### src/rtl/pio_pkg.sv
// Shared constants for the pio_gpio_ctrl Avalon-MM GPIO slave:
// register word addresses and edge-capture mode encodings.
package pio_pkg;

    localparam logic [2:0] ADDR_DATA    = 3'd0;
    localparam logic [2:0] ADDR_INPUT   = 3'd1;
    localparam logic [2:0] ADDR_IRQMASK = 3'd2;
    localparam logic [2:0] ADDR_EDGE    = 3'd3;
    localparam logic [2:0] ADDR_OUTSET  = 3'd4;
    localparam logic [2:0] ADDR_OUTCLR  = 3'd5;

    localparam int EDGE_RISE = 0;
    localparam int EDGE_FALL = 1;
    localparam int EDGE_ANY  = 2;

endpackage

### src/rtl/pio_sync.sv
// WIDTH x STAGES flop-chain synchroniser for asynchronous inputs.
// Every stage resets to zero.
module pio_sync #(
    parameter int WIDTH  = 8,
    parameter int STAGES = 2
) (
    input  logic             clk,
    input  logic             reset_n,
    input  logic [WIDTH-1:0] din,
    output logic [WIDTH-1:0] dout
);

    logic [STAGES-1:0][WIDTH-1:0] stage_q;
    logic [STAGES-1:0][WIDTH-1:0] stage_d;

    always_comb begin
        stage_d    = stage_q;
        stage_d[0] = din;
        for (int i = 1; i < STAGES; i++) begin
            stage_d[i] = stage_q[i-1];
        end
    end

    always_ff @(posedge clk or negedge reset_n) begin
        if (!reset_n) begin
            stage_q <= '0;
        end else begin
            stage_q <= stage_d;
        end
    end

    assign dout = stage_q[STAGES-1];

endmodule

### src/rtl/pio_gpio_ctrl.sv
// Avalon-MM GPIO slave: output register with atomic set/clear, synchronised
// input, per-bit edge capture with maskable level irq, and a write strobe.
module pio_gpio_ctrl
    import pio_pkg::*;
#(
    parameter int               OUT_W       = 8,
    parameter int               IN_W        = 8,
    parameter logic [OUT_W-1:0] OUT_RESET   = '0,
    parameter int               SYNC_STAGES = 2,
    parameter int               EDGE_TYPE   = 0
) (
    input  logic             clk,
    input  logic             reset_n,
    input  logic [2:0]       address,
    input  logic             chipselect,
    input  logic             write_n,
    input  logic [31:0]      writedata,
    output logic [31:0]      readdata,
    input  logic [IN_W-1:0]  in_port,
    output logic [OUT_W-1:0] out_port,
    output logic             out_strobe,
    output logic             irq
);

    // Avalon-MM slave: a write is accepted in any cycle with chipselect high
    // and write_n low (no wait states); reads are combinational, latency 0.
    logic wr_en;
    assign wr_en = chipselect && !write_n;

    logic [OUT_W-1:0] out_q, out_d;
    logic             strobe_q, strobe_d;
    logic [IN_W-1:0]  mask_q, mask_d;
    logic [IN_W-1:0]  edge_q, edge_d;
    logic [IN_W-1:0]  prev_q, prev_d;
    logic [IN_W-1:0]  sync_w;
    logic [IN_W-1:0]  edge_det;
    logic [31:0]      rdata;
    logic             unused_wdata;

    assign unused_wdata = ^writedata;

    pio_sync #(
        .WIDTH  (IN_W),
        .STAGES (SYNC_STAGES)
    ) u_sync (
        .clk     (clk),
        .reset_n (reset_n),
        .din     (in_port),
        .dout    (sync_w)
    );

    always_comb begin
        edge_det = '0;
        case (EDGE_TYPE)
            EDGE_RISE: edge_det = sync_w & ~prev_q;
            EDGE_FALL: edge_det = ~sync_w & prev_q;
            default:   edge_det = sync_w ^ prev_q;
        endcase
    end

    always_comb begin
        out_d    = out_q;
        mask_d   = mask_q;
        edge_d   = edge_q;
        prev_d   = sync_w;
        strobe_d = 1'b0;
        if (wr_en) begin
            case (address)
                ADDR_DATA: begin
                    out_d    = writedata[OUT_W-1:0];
                    strobe_d = 1'b1;
                end
                ADDR_OUTSET: begin
                    out_d    = out_q | writedata[OUT_W-1:0];
                    strobe_d = 1'b1;
                end
                ADDR_OUTCLR: begin
                    out_d    = out_q & ~writedata[OUT_W-1:0];
                    strobe_d = 1'b1;
                end
                ADDR_IRQMASK: mask_d = writedata[IN_W-1:0];
                ADDR_EDGE:    edge_d = edge_q & ~writedata[IN_W-1:0];
                default: ;
            endcase
        end
        // A fresh edge is OR-ed in after the clear, so it survives a same-cycle W1C.
        edge_d = edge_d | edge_det;
    end

    always_ff @(posedge clk or negedge reset_n) begin
        if (!reset_n) begin
            out_q    <= OUT_RESET;
            mask_q   <= '0;
            edge_q   <= '0;
            prev_q   <= '0;
            strobe_q <= 1'b0;
        end else begin
            out_q    <= out_d;
            mask_q   <= mask_d;
            edge_q   <= edge_d;
            prev_q   <= prev_d;
            strobe_q <= strobe_d;
        end
    end

    always_comb begin
        rdata = '0;
        case (address)
            ADDR_DATA:    rdata[OUT_W-1:0] = out_q;
            ADDR_INPUT:   rdata[IN_W-1:0]  = sync_w;
            ADDR_IRQMASK: rdata[IN_W-1:0]  = mask_q;
            ADDR_EDGE:    rdata[IN_W-1:0]  = edge_q;
            default: ;
        endcase
    end

    assign readdata   = rdata;
    assign out_port   = out_q;
    assign out_strobe = strobe_q;
    assign irq        = |(edge_q & mask_q);

endmodule

### config.mk
export PLATFORM = sky130hd
export DESIGN_NAME = pio_gpio_ctrl
export DESIGN_NICKNAME = d
export VERILOG_FILES = /design/src/rtl/pio_pkg.sv /design/src/rtl/pio_sync.sv /design/src/rtl/pio_gpio_ctrl.sv
export SDC_FILE = /design/constraint.sdc
export NUM_CORES = 1
export LEC_CHECK = 0
export ABC_AREA = 0
export BUFFER_PORTS_ARGS = -buffer_cell sky130_fd_sc_hd__buf_4
export CAP_MARGIN = 20
export CORE_MARGIN = 4
export CORE_UTILIZATION = 32
export CTS_BUF_LIST = sky130_fd_sc_hd__clkbuf_8
export CTS_CLUSTER_DIAMETER = 40
export DETAILED_ROUTE_END_ITERATION = 8
export HOLD_SLACK_MARGIN = 0.12
export PLACE_DENSITY = 0.62
export SLEW_MARGIN = 5
export SYNTH_ARGS = -nofsm -noshare
export SYNTH_HDL_FRONTEND = slang
export SYNTH_HIERARCHICAL = 1
export SYNTH_SLANG_ARGS = --single-unit
### constraint.sdc
create_clock -name clk -period 1.35 [get_ports clk]
set_input_delay 0.135 -clock clk [delete_from_list [all_inputs] [get_ports clk]]
set_output_delay 0.135 -clock clk [all_outputs]
set_load 0.05 [all_outputs]
==> results.txt <==
- Outcome: complete, but fails checks
- From bottom edge to top edge, the die measures 90.5 µm.
- Derived from the worst setup path, the maximum achievable clock frequency is 612 MHz.
- Post-route standard cell area excluding fillers: 3030 µm²
* Netlist cell types: 22
* Total half-perimeter wirelength after legalization and detailed placement: 3.28 mm
- The final reports fail on setup timing.
- For this block, the initial DRC count from the detailed router was 59.
- In this run the tightest slew margin relative to its limit is 0.571.
* Gr usage total: 0.122
- TritonCTS built the clock tree.
* Vias after detailed routing: 1511
- Clock-pin transition on the worst setup and hold timing paths: 0.09 ns
* Total leakage power: 0.00140 µW
- The tool flagged a number of max-cap violations equal to 0.
- For this run, the detailed router's first-pass iteration total came to 4.
- IO Count: 89
* Chip width: 90.5 µm
* Largest fanout on the critical path: 3
* Final hold violation count: 0
- Kind of critical path: flop to primary output
* Number of cells produced by synthesis: 165
- Area enclosed by the die boundary: 8200 µm²
- The total overflow left after global routing is 0.
- Entering global routing, the biggest net connects 50 pins.
* First-pass GRT wire length: 8.02 mm
* Number of cells in the design after placement: 296
- The final layout contains 300 nets.
- Synthesis inferred 49 register bits.
- # rows: 29
- Most common library cell in the layout ignoring fill and taps: buf_4
* I/O Buffers: 40
- Summing all placed instances gives a cell area of 2630 µm².
- For this block, the routed nets add up to 4.68 mm of wire.
- Core Footprint: 6490 µm²
* Clock tree sinks: 49
- Highest-count cells in the layout ignoring fill and taps: 62 x buf_4, 41 x dfrtp_1, 24 x conb_1
- Post-route clock skew: 0.00648 ns
* Unrepaired setup endpoints after global routing: yes
* Capturing element type of the critical path: primary output
- In the routed design, unresolved DRC markers number 0.
- Power spread over the standard cell area amounts to 1380 nW/µm².
- Signal routing reaches up to met4.
- At the end of routability-driven placement, the weighted congestion stood at 0.722.
- STA classifies the critical path startpoint as a flop.
* Share of the yosys chip area belonging to registers: 0.563
* Worst-skew pair later-pin latency: 0.29 ns
- Fraction of final layout cells sized beyond drive strength 1: 0.433
- Dividing the final minimum period by the clock period gives 1.21.
* Clock buffer depth: 2
* Hold Slack: 0.264 ns
- Clock root buffer: clkbuf_8
- The number of clock buffers added by TritonCTS is 5.
- Summed over all nets, wire length on met2 after detailed routing comes to 2.26 mm.
- Total power draw: 4170 µW
- In the final routed layout, each cell accounts on average for 14.1 µm.
* Routed length on met3: 262 µm
* Remaining antenna violation count: 0
* Vias per Instance: 4.56
- For this run, the number of standard cells in the final layout without fillers is 331.
- Avg Inst Size Synth: 13.2 µm²
* Worst IR Drop VDD: 0.000732 V
* Met1 Wirelength: 2.13 mm
- At the pin with the least slew margin, the transition time is 0.640 ns.
* Number of antenna violations at the first check in global routing: 0
- Pre-CTS setup slack: -0.0550 ns
- Required time of the critical path: 1.22 ns
- Setup slack on the critical path of the routed design comes to -0.285 ns.
- 0 antenna diodes ended up in the layout.
- H-tree lvl count: 2
* Via count of the first global-routing pass: 1582
- Number of pins with negative max-slew slack in the final report: 0
* Starting utilization of the core area: 0.336
- Relative to the synthesized area, the layout overhead comes to 39.0%.
- Setup violations remaining at the end of the flow were counted as 9.
- Total standard cell area after synthesis: 2180 µm²
* Arrival time at the worst endpoint: 1.50 ns
* Time the final worst path needs with I/O delays and setup: 1.63 ns
* Yosys warnings: 6
* Worst min path class: input pin to flop
## routing by layer
metal | global-route usage | vias up
met2 | 0.201 | 43
li1 | - | 712
met5 | 0 | -
met3 | 0.0325 | 4
met1 | 0.163 | 752
met4 | 0.0191 | 0
## repair_timing
| item | in CTS | in global routing |
|---|---|---|
| setup buffers | 7 | 4 |
| gates resized for setup | 13 | 5 |
| endpoints found under the setup margin | 9 | 9 |
| hold buffers | 17 | 0 |
| pin swaps | 1 | 2 |
| cloned | 0 | 0 |
| endpoints found under the hold margin | 73 | 0 |
## state kept, by name, summed over array words and instances, names as in the netlist
register        count
u_sync/stage_d      8
out_strobe          1
mask_q              8
prev_q              8
u_sync/dout         8
out_port            8
edge_q              8
## critical path, cell delays in order (launching register included)
cell	delay [ns]
dfrtp_1	0.41
mux4_2	0.48
and2_4	0.18
buf_6	0.15
## power breakdown
group          internal, µW  switching [µW]  total, µW
clock                   404             453        856
sequential             1650            97.7       1750
combinational           696             870       1570
## metrics by stage
stage | utilization | setup TNS [ns]
4_1_cts | 0.461 | -2.25
2_1_floorplan | - | 0
5_1_grt | 0.467 | -2.66
3_3_place_gp | 0.404 | -0.253
6_report | 0.467 | -2.16
3_5_place_dp | 0.404 | -0.543
## worst paths after layout
kind,start,end,slack (ns),cells after the start
max in group asynchronous,reset_n,out_port[6],0.51,2
min reg2reg,u_sync/stage_d[11],u_sync/dout[3],0.35,0
min in group asynchronous,reset_n,u_sync/stage_d[12],0.39,2
min,address[0],edge_q[3],0.26,4
max reg2reg,out_port[4],out_port[4],0.16,4
max,edge_q[7],readdata[7],-0.28,3
## cell usage after synthesis (all sizes together)
master	instances	area (µm²)
dfrtp	49	1230
buf	30	228
o21ai	16	80.1
inv	10	37.5
a221o	8	80.1
and2	8	50.1
mux2	8	90.1
mux4	8	180
nand2	8	30.0
nor4b	8	70.1
a22oi	4	30.0
a211o	1	8.76
clkbuf	1	3.75
conb	1	3.75
nand2b	1	13.8
nand4	1	6.26
nand4bb	1	11.3
nor2	1	20.0
nor3	1	10.0
## cell type report
cell class,count,area [µm²]
Fill cell,590,3460
Sequential cell,49,1240
Multi-Input combinational cell,98,811
Timing Repair Buffer,89,759
Tap cell,77,96.3
Clock buffer,6,82.6
Inverter,10,37.5
Clock inverter,2,7.51
## kinds of logic after synthesis
logic type	share of synthesized area
flops	0.563
buf+inv	0.123
compound gates	0.0913
simple gates	0.0970
mux	0.124
other cells	0.00172
No activity file was read; power rests on OpenSTA's default activity.
